`config.mk`:
```
export PLATFORM = sky130hd
export DESIGN_NAME = acc_uart_sender
export DESIGN_NICKNAME = d
export VERILOG_FILES = /design/src/rtl/acc_uart_sender_pkg.sv /design/src/rtl/acc_uart_sender_edge.sv /design/src/rtl/acc_uart_sender.sv
export SDC_FILE = /design/constraint.sdc
export NUM_CORES = 1
export LEC_CHECK = 0
export BUFFER_PORTS_ARGS = -buffer_cell sky130_fd_sc_hd__buf_2
export CAP_MARGIN = 20
export CELL_PAD_IN_SITES_DETAIL_PLACEMENT = 0
export CELL_PAD_IN_SITES_GLOBAL_PLACEMENT = 1
export CORE_AREA = 2 2 60 62
export CTS_BUF_LIST = sky130_fd_sc_hd__clkbuf_8
export CTS_CLUSTER_DIAMETER = 200
export DETAILED_ROUTE_END_ITERATION = 12
export DIE_AREA = 0 0 62 64
export PLACE_DENSITY_LB_ADDON = 0.1
export REMOVE_ABC_BUFFERS = 1
export SLEW_MARGIN = 5
export SYNTH_ARGS = -nofsm -noshare
export SYNTH_HDL_FRONTEND = slang
export SYNTH_SLANG_ARGS = --single-unit
```
`constraint.sdc`:
```
create_clock -name i_clk -period 2.7 [get_ports i_clk]
set_input_delay 0.135 -clock i_clk [delete_from_list [all_inputs] [get_ports i_clk]]
set_output_delay 0.135 -clock i_clk [all_outputs]
set_load 0.01 [all_outputs]
```
`src/rtl/acc_uart_sender_pkg.sv`:
```
// Shared types and constants for the accumulator UART sender.
// State encoding and byte-count helper.
package acc_uart_sender_pkg;

  localparam logic [2:0] S_IDLE  = 3'd0;
  localparam logic [2:0] S_LOAD  = 3'd1;
  localparam logic [2:0] S_START = 3'd2;
  localparam logic [2:0] S_WAIT  = 3'd3;
  localparam logic [2:0] S_NEXT  = 3'd4;
  localparam logic [2:0] S_DONE  = 3'd5;

  typedef enum logic [2:0] {
    IDLE  = S_IDLE,
    LOAD  = S_LOAD,
    START = S_START,
    WAIT  = S_WAIT,
    NEXT  = S_NEXT,
    DONE  = S_DONE
  } state_t;

  localparam int N_BUS_DEF   = 16;
  localparam int N_DATA_DEF  = 8;
  localparam int N_BYTES_DEF = N_BUS_DEF / N_DATA_DEF;

  function automatic int n_bytes(input int nbus, input int ndata);
    return nbus / ndata;
  endfunction

endpackage

```
`src/rtl/acc_uart_sender_edge.sv`:
```
// Registered rising-edge detector.
// Sample resets high so a level held through reset never fires.
module edge_detect_rise (
  input  logic i_clk,
  input  logic i_rst_n,
  input  logic i_sig,
  output logic o_pulse
);

  logic sample;

  // one-cycle pulse when the input goes 0 -> 1
  always_ff @(posedge i_clk) begin
    if (!i_rst_n) begin
      sample  <= 1'b1;
      o_pulse <= 1'b0;
    end else begin
      sample  <= i_sig;
      o_pulse <= i_sig & ~sample;
    end
  end

endmodule

```
`src/rtl/acc_uart_sender.sv`:
```
// Sends a captured accumulator value, MSB byte first,
// to an external UART transmitter on a halt rising edge.
module acc_uart_sender
  import acc_uart_sender_pkg::*;
#(
  parameter int N_BUS  = 16,
  parameter int N_DATA = 8
) (
  input  logic              i_clk,
  input  logic              i_rst_n,
  input  logic [N_BUS-1:0]  i_ACC,
  input  logic              i_halt,
  input  logic              i_tx_done,
  output logic              o_tx_start,
  output logic [N_DATA-1:0] o_tx_data,
  output logic              o_busy,
  output logic              o_done
);

  localparam int NB = n_bytes(N_BUS, N_DATA);
  localparam int CW = (NB > 1) ? $clog2(NB) : 1;
  localparam logic [CW-1:0] CNT_TOP = CW'(NB - 1);

  state_t           state;
  logic [N_BUS-1:0] shadow;
  logic [CW-1:0]    cnt;
  logic [CW-1:0]    cnt_dec;
  logic             halt_rise;

  assign cnt_dec = cnt - CW'(1);

  edge_detect_rise u_edge (
    .i_clk   (i_clk),
    .i_rst_n (i_rst_n),
    .i_sig   (i_halt),
    .o_pulse (halt_rise)
  );

  // control FSM with registered outputs
  always_ff @(posedge i_clk) begin
    if (!i_rst_n) begin
      state      <= IDLE;
      shadow     <= '0;
      cnt        <= '0;
      o_tx_start <= 1'b0;
      o_tx_data  <= '0;
      o_busy     <= 1'b0;
      o_done     <= 1'b0;
    end else begin
      unique case (state)
        IDLE: begin
          o_done <= 1'b0;
          if (halt_rise) begin
            state  <= LOAD;
            o_busy <= 1'b1;
          end
        end
        LOAD: begin
          shadow     <= i_ACC;
          cnt        <= CNT_TOP;
          o_tx_data  <= i_ACC[(NB-1)*N_DATA +: N_DATA];
          o_tx_start <= 1'b1;
          state      <= START;
        end
        START: begin
          o_tx_start <= 1'b0;
          state      <= WAIT;
        end
        WAIT: begin
          if (i_tx_done) state <= NEXT;
        end
        NEXT: begin
          if (cnt == '0) begin
            o_busy <= 1'b0;
            o_done <= 1'b1;
            state  <= DONE;
          end else begin
            cnt        <= cnt_dec;
            o_tx_data  <= shadow[int'(cnt_dec)*N_DATA +: N_DATA];
            o_tx_start <= 1'b1;
            state      <= START;
          end
        end
        DONE: begin
          o_done <= 1'b0;
          state  <= IDLE;
        end
        default: begin
          o_tx_start <= 1'b0;
          o_busy     <= 1'b0;
          o_done     <= 1'b0;
          state      <= IDLE;
        end
      endcase
    end
  end

endmodule

```
==> results.md <==
Logic synthesis:
- The number of warning messages in the yosys log is 0.
- In this run the cell area of the synthesized design comes to 0.00135 sq mm.
- Synthesis inferred 29 register bits.
- The count of different cell masters after synthesis is 34.
- Synthesis produced a netlist whose cell count is 158.
- The average footprint of a synthesized cell is 8.54 sq um.
- The share of the synthesized area in the top cell type is 43.0%.
- Yosys attributes the largest share of cell area to sky130_fd_sc_hd__dfxtp_1 (43%), sky130_fd_sc_hd__nand2_1 (10%), sky130_fd_sc_hd__a21boi_0 (7.8%).
- Sequential elements use 43.0% of the synthesized area.
- The dominant cell type by area after synthesis is sky130_fd_sc_hd__dfxtp_1.

Setup path:
- The cell with the largest stage delay on the worst path is sky130_fd_sc_hd__dfxtp_1.
- Data on the critical path is required at its endpoint by 2.88 ns.
- The signal on the critical path passes through or3b_1 -> nand2_1 -> o32ai_1.
- The type of origin of the critical path is a flop.
- At the worst endpoint, the arrival time is 1.93 ns.
- In this design, the stage delay of the slowest critical-path cell is 0.69 ns.
- The critical path in this run is classified as reg2reg.
- The maximum fanout along the worst path is 18.
- The worst register-to-register path has a setup slack of 0.95 ns.
- STA classifies the critical path endpoint as a flop.

CTS:
- CTS placed an instance of sky130_fd_sc_hd__clkbuf_8 at the clock tree root.
- TritonCTS built the clock tree.
- The clock latency of the later-clocked register in the worst-skew pair is 0.28 ns.
- The number of buffers inserted for hold repair after clock tree synthesis is 0.
- The number of cells upsized or downsized after cts is 0.
- Counting the buffers created by CTS gives 5.
- The H-tree depth is 2.
- After clock tree synthesis, the clock-pin slew on the worst setup and hold paths is 0.06 ns.
- The buffer count from post-CTS setup fixing is 0.
- No sink is reached through more buffers than the 2 on the longest clock path.
- The total clock sinks is 29.

Routing:
- In this run the remaining antenna-violating nets after routing total 0.
- Dividing the detail-routed via count by the number of cells gives 5.13.
- Dividing the detail-routed wire length by the instance count gives 13.0 um.
- The number of design rule violations left after detail routing is 0.
- The routed design uses 148 um of met3 wire.
- The length of routed wiring on met1 is 1420 um.
- After detailed routing, the total wire length is 3000 um.
- The detailed router used layers up to and including met4.
- The routed layout has 1180 vias.
- The first detailed-routing pass took 4 iterations.
- The met2 layer wire length in the routed design is 1390 um.
- The number of DRC markers in iteration 0 is 44.

Placement:
- Detailed placement ended at an HPWL of 1900 um.
- The number of input and output port buffers inserted is 30.
- Once placement completed, the tool counted placed cells totaling 222.
- At the end of routability-driven placement, the weighted congestion stood at 0.726.

Power:
- The static leakage is 0.687 nW.
- In this run the power density over the cells is 1010 mW/mm^2.
- The worst-case vdd ir drop is 0.465 mV.

Layout:
- The filler cells instantiated in the layout total 338.
- The library cell used most frequently in the layout, excluding fill and tap cells, is sky130_fd_sc_hd__nand2_1.
- Compared with the post-synthesis result, the final layout area differs by 17.3%.
- The repair_antennas step left the layout with diodes totalling 0.
- The top cell types in the final layout, fill and taps aside, are sky130_fd_sc_hd__nand2_1 (36), sky130_fd_sc_hd__buf_2 (30), sky130_fd_sc_hd__dfxtp_1 (29).
- In the final design database the tool counted 203 nets.
- The post-layout instance count excluding filler cells is 230.
- In the final layout, the share of cells above drive strength 1 is 23.4%.

Job:
- Max-cap violations in this run came to 0.

Floorplanning:
- For this design the top-level I/O count stands at 31.
- The floorplan die area is 0.00397 sq mm.
- The die is 64 um tall.
- The die is 62 um wide.
- The area of the core is 0.00328 sq mm.
- The number of placement rows is 21.
- The initial core utilization is 41.1%.

Run status:
- The flow ran to the end, and the final reports show no timing, DRC or antenna violations.

STA:
- After routing, the total negative slack on setup checks comes to 0 ns.
- Setup violations remaining at the end of the flow were counted as 0.
- Clock skew on the completed layout was measured at 0.00449 ns.
- The routed design could run at a clock period as short as 1.75 ns.
- The number of pins with negative max-slew slack in the final report came to 0.
- Measured against its own limit, the worst slew margin works out to 60.1%.
- The transition at the pin with the smallest max-transition slack is 0.599 ns.
- Timing would allow up to 573 MHz.
- The post-route clock period utilization is 64.7%.
- Setup repair after global routing left no endpoint under its margin.
- The final number of hold-violating endpoints is 0.

Global routing:
- The number of antenna violations at the first check in global routing is 0.
- The global-route wire length before repair is 4910 um.
- Global routing finished with a remaining overflow of 0.
- The global-route usage over all layers is 17.1%.
- The pin count of the biggest net entering global routing is 31.
- The number of global-route vias before repair is 1067.

Min path:
- The worst hold path belongs to the class in2reg.
==> registers in the layout, summed over array words and instances (netlist names) <==
name / flops
o_busy: 1
o_tx_data: 8
state: 3
shadow: 12
o_done: 1
o_tx_start: 1
u_edge.sample: 1
u_edge.o_pulse: 1
cnt: 1
==> synth_stat cells (all sizes together) <==
library cell and instances:
nor2 4, o21a 2, nor2b 1, nand2 36, o22ai 1, a21boi 14, o21bai 2, dfxtp 29
nor4bb 1, or2 1, buf 9, o32ai 1, o21ai 7, inv 1, a211oi 1, or3b 3
nor3b 2, nor3 2, mux2 1, o211a 3, and3 1, nand2b 5, nand4bb 1, a31oi 8
clkbuf 5, o31ai 5, a21oi 2, nand3b 5, nand3 3, and3b 2
==> critical path: cells and delay by family, from the launching register on <==
kind	cells	cell delay, ns
AO/OA/AOI/OAI	1	0.16
flip-flops	1	0.69
AND/OR/NAND/NOR	2	0.79
==> where the power goes <==
group | internal [mW] | total, mW | switching [mW]
clock network | 0.171 | 0.333 | 0.161
logic | 0.258 | 0.549 | 0.291
registers | 0.558 | 0.709 | 0.151
==> metrics by stage <==
step                power [mW]  hold WS (ns)  worst slack (ns)  util, %  cell area (sq um)
floorplan                 1.06         0.208              1.00        -               1280
global placement          1.26         0.331              1.05     45.8               1500
detailed placement        1.28         0.335             0.962     45.8               1500
CTS                       1.61        0.0450             0.941     48.2               1580
global route              1.72        0.0521             0.780     48.2               1580
finish                    1.59        0.0505             0.953     48.2               1580
==> worst paths after layout <==
path,start,endpoint,cells past startpoint
min,i_halt,u_edge.sample,2
min reg2reg,shadow[0],shadow[0],2
max,state[1],o_tx_data[4],3
max reg2reg,state[1],o_tx_data[4],3
==> routing by layer <==
| layer | vias up | track usage [%] |
|---|---|---|
| li1 | 602 | - |
| met1 | 547 | 22.3 |
| met2 | 26 | 25.4 |
| met3 | 5 | 6.07 |
| met4 | 0 | 6.38 |
| met5 | - | 0 |
==> cell type report <==
class | count | area, sq um | area share [%]
Tap cell | 46 | 57.6 | 3.64
Multi-Input combinational cell | 114 | 696 | 44.0
Timing Repair Buffer | 32 | 165 | 10.4
Sequential cell | 29 | 581 | 36.7
Clock inverter | 3 | 11.3 | 0.711
Inverter | 1 | 3.75 | 0.237
Clock buffer | 5 | 68.8 | 4.35
==> logic make-up (layout without fill, tap and decap cells) <==
family,count (synthesis),after routing,share of synthesized area [%]
AO/OA/AOI/OAI,46,46,24.1
buffers and inverters,15,41,5.38
flip-flops,29,29,43.0
multiplexers,1,1,0.835
AND/OR/NAND/NOR,67,67,26.6
(Power assumes the default switching activity.)
